$ cat config.mk
export PLATFORM = sky130hd
export DESIGN_NAME = decoder_input_conditioner_flat
export DESIGN_NICKNAME = d
export VERILOG_FILES = /design/src/rtl/decoder_proj_pkg.sv /design/src/rtl/decoder_input_conditioner_if.sv /design/src/rtl/decoder_input_conditioner_pad_sync.sv /design/src/rtl/decoder_input_conditioner.sv /design/src/flat_wrapper.sv
export SDC_FILE = /design/constraint.sdc
export NUM_CORES = 1
export LEC_CHECK = 0
export CORE_MARGIN = 4
export CORE_UTILIZATION = 48
export CTS_CLUSTER_DIAMETER = 80
export DETAILED_ROUTE_END_ITERATION = 8
export PLACE_DENSITY = 0.74
export SYNTH_ARGS = -nofsm -noshare
export SYNTH_HDL_FRONTEND = slang
export SYNTH_HIERARCHICAL = 1
export SYNTH_SLANG_ARGS = --single-unit
$ cat constraint.sdc
create_clock -name clock -period 1.65 [get_ports clock]
set_input_delay 0.2475 -clock clock [delete_from_list [all_inputs] [get_ports clock]]
set_output_delay 0.2475 -clock clock [all_outputs]
set_load 0.01 [all_outputs]
$ cat src/rtl/decoder_proj_pkg.sv
// Shared definitions for the decoder_proj front end: FSM encoding, default
// code width and the debounce counter sizing helper.
package decoder_proj_pkg;

    localparam int WIDTH_DEFAULT = 7;

    typedef enum logic [1:0] {
        INIT   = 2'd0,
        SETTLE = 2'd1,
        TRACK  = 2'd2
    } cond_state_t;

    function automatic int counter_width(input int debounce_cycles);
        return $clog2(debounce_cycles);
    endfunction

endpackage

$ cat src/rtl/decoder_input_conditioner_if.sv
// Pad-side and decoder-side signals of the input conditioner. The master
// drives the raw pads and enable; the slave (the conditioner) drives the code.
interface decoder_input_conditioner_if
    import decoder_proj_pkg::*;
#(
    parameter int WIDTH    = WIDTH_DEFAULT,
    parameter int GLITCH_W = 8
);
    logic [WIDTH-1:0]    io_in;
    logic                enable;
    logic [WIDTH-1:0]    code_out;
    logic                code_valid;
    logic                stable;
    logic [GLITCH_W-1:0] glitch_count;

    modport master (
        output io_in, enable,
        input  code_out, code_valid, stable, glitch_count
    );

    modport slave (
        input  io_in, enable,
        output code_out, code_valid, stable, glitch_count
    );
endinterface

$ cat src/rtl/decoder_input_conditioner_pad_sync.sv
// WIDTH x STAGES plain flop synchroniser for asynchronous pad inputs.
// Nothing sits between stages so metastability gets full cycles to resolve.
module pad_sync #(
    parameter int WIDTH  = 7,
    parameter int STAGES = 2
) (
    input  logic             clock,
    input  logic             reset,
    input  logic [WIDTH-1:0] d,
    output logic [WIDTH-1:0] q
);
    for (genvar gi = 0; gi < STAGES; gi++) begin : g_stage
        logic [WIDTH-1:0] q_reg;
        if (gi == 0) begin : g_first
            always_ff @(posedge clock or posedge reset) begin
                if (reset) q_reg <= '0;
                else       q_reg <= d;
            end
        end else begin : g_next
            always_ff @(posedge clock or posedge reset) begin
                if (reset) q_reg <= '0;
                else       q_reg <= g_stage[gi-1].q_reg;
            end
        end
    end

    assign q = g_stage[STAGES-1].q_reg;
endmodule

$ cat src/rtl/decoder_input_conditioner.sv
// Synchronises the raw pad word, debounces it as a unit and publishes each
// new stable code with a one-cycle strobe; abandoned candidates are counted.
module decoder_input_conditioner
    import decoder_proj_pkg::*;
#(
    parameter int WIDTH           = WIDTH_DEFAULT,
    parameter int SYNC_STAGES     = 2,
    parameter int DEBOUNCE_CYCLES = 16,
    parameter int GLITCH_W        = 8
) (
    input logic                        clock,
    input logic                        reset,
    decoder_input_conditioner_if.slave bus
);
    localparam int             CW       = counter_width(DEBOUNCE_CYCLES);
    localparam logic [CW-1:0]  CNT_LAST = CW'(DEBOUNCE_CYCLES - 1);

    logic [WIDTH-1:0]    sync_q;
    cond_state_t         state_reg, state_next;
    logic [WIDTH-1:0]    candidate_reg, candidate_next;
    logic [CW-1:0]       counter_reg, counter_next;
    logic [WIDTH-1:0]    code_reg, code_next;
    logic                valid_reg, valid_next;
    logic                stable_reg, stable_next;
    logic [GLITCH_W-1:0] glitch_reg, glitch_next;
    logic                accepted_reg, accepted_next;

    pad_sync #(
        .WIDTH  (WIDTH),
        .STAGES (SYNC_STAGES)
    ) u_pad_sync (
        .clock (clock),
        .reset (reset),
        .d     (bus.io_in),
        .q     (sync_q)
    );

    always_ff @(posedge clock or posedge reset) begin
        if (reset) state_reg <= INIT;
        else       state_reg <= state_next;
    end

    always_comb begin
        state_next = state_reg;
        if (bus.enable) begin
            unique case (state_reg)
                INIT:    state_next = SETTLE;
                SETTLE:  if (sync_q == candidate_reg && counter_reg == CNT_LAST)
                             state_next = TRACK;
                TRACK:   if (sync_q != code_reg) state_next = SETTLE;
                default: state_next = INIT;
            endcase
        end
    end

    always_comb begin
        candidate_next = candidate_reg;
        counter_next   = counter_reg;
        code_next      = code_reg;
        valid_next     = 1'b0;
        stable_next    = stable_reg;
        glitch_next    = glitch_reg;
        accepted_next  = accepted_reg;
        if (bus.enable) begin
            unique case (state_reg)
                INIT: begin
                    candidate_next = sync_q;
                    counter_next   = '0;
                    stable_next    = 1'b0;
                end
                SETTLE: begin
                    stable_next = 1'b0;
                    if (sync_q != candidate_reg) begin
                        candidate_next = sync_q;
                        counter_next   = '0;
                        // Before the first acceptance the synchroniser is still
                        // filling from its reset value, so that is not a glitch.
                        if (accepted_reg && glitch_reg != '1)
                            glitch_next = glitch_reg + GLITCH_W'(1);
                    end else if (counter_reg == CNT_LAST) begin
                        code_next     = candidate_reg;
                        valid_next    = !accepted_reg || (candidate_reg != code_reg);
                        accepted_next = 1'b1;
                    end else begin
                        counter_next = counter_reg + CW'(1);
                    end
                end
                TRACK: begin
                    if (sync_q != code_reg) begin
                        candidate_next = sync_q;
                        counter_next   = '0;
                        stable_next    = 1'b0;
                    end else begin
                        stable_next = 1'b1;
                    end
                end
                default: begin
                    stable_next = 1'b0;
                end
            endcase
        end
    end

    always_ff @(posedge clock or posedge reset) begin
        if (reset) begin
            candidate_reg <= '0;
            counter_reg   <= '0;
            code_reg      <= '0;
            valid_reg     <= 1'b0;
            stable_reg    <= 1'b0;
            glitch_reg    <= '0;
            accepted_reg  <= 1'b0;
        end else begin
            candidate_reg <= candidate_next;
            counter_reg   <= counter_next;
            code_reg      <= code_next;
            valid_reg     <= valid_next;
            stable_reg    <= stable_next;
            glitch_reg    <= glitch_next;
            accepted_reg  <= accepted_next;
        end
    end

    assign bus.code_out     = code_reg;
    assign bus.code_valid   = valid_reg;
    assign bus.stable       = stable_reg;
    assign bus.glitch_count = glitch_reg;
endmodule

$ cat src/flat_wrapper.sv
// flat-port wrapper written by rule: the top's interface ports become plain ports
module decoder_input_conditioner_flat import decoder_proj_pkg::*;
#(
    parameter int WIDTH           = WIDTH_DEFAULT,
    parameter int SYNC_STAGES     = 2,
    parameter int DEBOUNCE_CYCLES = 16,
    parameter int GLITCH_W        = 8
)
  (clock, reset, bus_io_in, bus_enable, bus_code_out, bus_code_valid, bus_stable, bus_glitch_count);
  decoder_input_conditioner_if #(.WIDTH(WIDTH), .GLITCH_W(GLITCH_W)) bus_i ();
  input logic clock;
  input logic reset;
  input wire logic [$bits(bus_i.io_in)-1:0] bus_io_in;
  input wire logic [$bits(bus_i.enable)-1:0] bus_enable;
  output wire logic [$bits(bus_i.code_out)-1:0] bus_code_out;
  output wire logic [$bits(bus_i.code_valid)-1:0] bus_code_valid;
  output wire logic [$bits(bus_i.stable)-1:0] bus_stable;
  output wire logic [$bits(bus_i.glitch_count)-1:0] bus_glitch_count;
  assign bus_i.io_in = bus_io_in;
  assign bus_i.enable = bus_enable;
  assign bus_code_out = bus_i.code_out;
  assign bus_code_valid = bus_i.code_valid;
  assign bus_stable = bus_i.stable;
  assign bus_glitch_count = bus_i.glitch_count;
  decoder_input_conditioner #(.WIDTH(WIDTH), .SYNC_STAGES(SYNC_STAGES), .DEBOUNCE_CYCLES(DEBOUNCE_CYCLES), .GLITCH_W(GLITCH_W)) u_core (.clock(clock), .reset(reset), .bus(bus_i));
endmodule
==> results.sh <==
export IMPL_ys_seq_area_frac=0.572
export IMPL_grt_pass1_wl_mm=7.35
export IMPL_synthSimpleGateAreaFrac=0.124
export IMPL_crit_path_start_kind="flop"
export IMPL_netlist_cell_type_count=36
export IMPL_worst_pin_slew_ns=0.527
export IMPL_setup_viol=20
export IMPL_core_rowCount=23
export IMPL_antennaDiodeCount=0
export IMPL_insertion_delay_ns=0.29
export IMPL_ant_nets=0
export IMPL_place_gp_congestion=0.869
export IMPL_synth_mux_area_frac=0.0979
export IMPL_synth_compound_area_frac=0.0483
export IMPL_hold_ws_ns=0.336
export IMPL_cts_tree="built"
export IMPL_largest_reg_flops=8
export IMPL_vias_per_cell=5.21
export IMPL_hpwl_mm=3.05
export IMPL_total_power_w=0.00225
export IMPL_grt_max_degree=32
export IMPL_cp_max_fo=7
export IMPL_syn2layout_area_growth_pct=43.2
export IMPL_critPathCaptureType="flop"
export IMPL_period_minus_slack_ns=1.76
export IMPL_slew_violations=0
export IMPL_synth_xor_area_frac=0.125
export IMPL_ys_async_sr_fraction=1.00
export IMPL_drive_gt1_frac=0.368
export IMPL_fin_setup_tns_ns=-1.42
export IMPL_synth_top_family_by_area="XOR/XNOR gates"
export IMPL_wl_per_cell_um=15.6
export IMPL_ys_flop_type="dfrtp_1"
export IMPL_hold_class="in -> async"
export IMPL_root_buffer="clkbuf_8"
export IMPL_drcViolationCount=0
export IMPL_ff2ff_path_depth=6
export IMPL_hold_viol=0
export IMPL_fin_ws_ns=-0.111
export IMPL_p_per_area_nw_per_um2=798
export IMPL_dp_cells=259
export IMPL_cts_sinks=45
export IMPL_rsz0062_at_grt="yes"
export IMPL_ys_ff_latch=45
export IMPL_worstSetupPathType="reg -> reg"
export IMPL_min_period_over_period=1.07
export IMPL_clockBufferDepth=2
export IMPL_antenna_found_initial=0
export IMPL_grt_ovfl_total=0
export IMPL_ctsHtreeMaxLevel=2
export IMPL_syn_avg_cell_area_um2=13.1
export IMPL_die_area_um2=5190
export IMPL_start_util=0.496
export IMPL_violations="setup timing"
export IMPL_grt_pass1_vias=1588
export IMPL_synthCells=150
export IMPL_layout_cells_non_filler=273
export IMPL_routed_wl_mm=4.27
export IMPL_synthAdderAreaFrac=0.0127
export IMPL_io_buffers=26
export IMPL_cts_buffers=5
export IMPL_vias=1423
export IMPL_regToRegSetupSlack_ns=-0.11
export IMPL_synth_enable_flop_cells=0
export IMPL_fmax_mhz=568
export IMPL_cellLeakagePower_nw=1.34
export IMPL_status="finished, violations left"
export IMPL_core_um2=3970
export IMPL_cp_arrival_ns=1.94
export IMPL_ir_drop_mv=0.618
export IMPL_first_iter_violations=77
export IMPL_pin_count=27
export IMPL_synth_area_um2=1970
export IMPL_max_slew_margin=0.648
export IMPL_clock_skew_ns=0.00833
export IMPL_required_ns=1.83
export IMPL_synth_warnings=6
export IMPL_dieHeight_um=72.0
export IMPL_synth_net_count=162
export IMPL_clk_transition_reported_paths_ns=0.08
export IMPL_die_w_um=72.0
export IMPL_drtPass1Iterations=4
export IMPL_track_usage=0.185
export IMPL_drv_cap=0
export IMPL_nets=234
==> worst paths after layout <==
check                                                 startpoint                                    end
setup / recovery                          u_core/u_pad_sync/q[1]                u_core/candidate_reg[6]
hold / removal                                             reset  u_core/u_pad_sync/g_stage[0].q_reg[5]
setup reg to reg                          u_core/u_pad_sync/q[1]                u_core/candidate_reg[6]
hold reg to reg            u_core/u_pad_sync/g_stage[0].q_reg[1]                 u_core/u_pad_sync/q[1]
max in group asynchronous                                  reset                u_core/candidate_reg[2]
min in group clock         u_core/u_pad_sync/g_stage[0].q_reg[1]                 u_core/u_pad_sync/q[1]
==> timing repair <==
action | in CTS | in global routing
gates resized for setup | 9 | 17
endpoints found under the setup margin | 28 | 31
setup buffers | 5 | 2
pin swaps | 6 | 9
hold buffers | 0 | 0
==> metal layers <==
metal	up-vias	track usage	routed length [um]
met2	41	0.333	2310
met4	0	0.0689	39
met3	6	0.0443	209
met5	-	0	0
met1	705	0.213	1710
li1	671	-	-
==> area by class of cell <==
| class | count | area [um^2] |
|---|---|---|
| clock buffers | 7 | 86.3 |
| flip-flops and latches | 45 | 1130 |
| clock inverters | 1 | 30.0 |
| repair buffers | 67 | 589 |
| fillers | 272 | 1150 |
| multi-input cells | 98 | 905 |
| inverters | 5 | 18.8 |
| well taps | 50 | 62.6 |
==> placed cells by master, fill, tap and decap left out, drive strengths merged <==
cell type and instances:
dfrtp 45, buf 41, clkdlybuf4s50 22, mux2 15, xor2 14, xnor2 14
nand4 8, clkbuf 7, nand2 6, inv 5, nor2 5, dlymetal6s2s 4
a21oi 4, nand3 3, nor4 3, nor3 3, and2 2, o211ai 2
mux2i 2, o21a 2, ha 2, nor2b 2, o21ai 2, bufinv 1
a31oi 1, o211a 1, nand4b 1, and4 1, nor3b 1, or2b 1
o311ai 1, nor4b 1, o22ai 1
==> where the power goes <==
part,switching (W),internal [W]
Sequential,0.0000240,0.00114
Clock,0.000352,0.000494
Combinational,0.000106,0.000132
==> cell families (layout without fill, tap and decap cells) <==
group,count (synthesis),count (layout)
AO/OA/AOI/OAI,14,14
multiplexers,17,17
AND/OR/NAND/NOR,37,37
XOR/XNOR,28,28
flip-flops,45,45
buffers and inverters,7,80
adder cells (fa/ha/maj),2,2
==> stage by stage <==
stage          worst slack [ns]  area (um^2)   util
2_1_floorplan           -0.0702         1970      -
3_3_place_gp             -0.157         2530  0.638
3_5_place_dp             -0.204         2530  0.638
4_1_cts                  -0.120         2730  0.688
5_1_grt                  -0.190         2820  0.710
6_report                 -0.111         2820  0.710
==> Yosys cell counts, drive strengths merged (2+ instances only) <==
library cell	instances	share of area
inv	5	0.0095
a21oi	4	0.012
xor2	14	0.062
mux2	15	0.088
dfrtp	45	0.57
xnor2	14	0.062
nand3	3	0.0076
o21a	2	0.0076
nor3	3	0.0076
nand4	8	0.033
o21ai	2	0.0051
mux2i	2	0.010
o211ai	2	0.0076
ha	2	0.013
nor2b	2	0.0064
nor4	3	0.013
and2	2	0.0076
nand2	6	0.011
nor2	5	0.013
==> critical path, stage by stage (launching register included) <==
cell and delay [ns]:
dfrtp_1 0.41, buf_4 0.15, xnor2_2 0.13, nand4_1 0.10, o211ai_1 0.19, a21oi_4 0.29, mux2_2 0.38
Note: power is estimated with default switching activity, not from simulation.
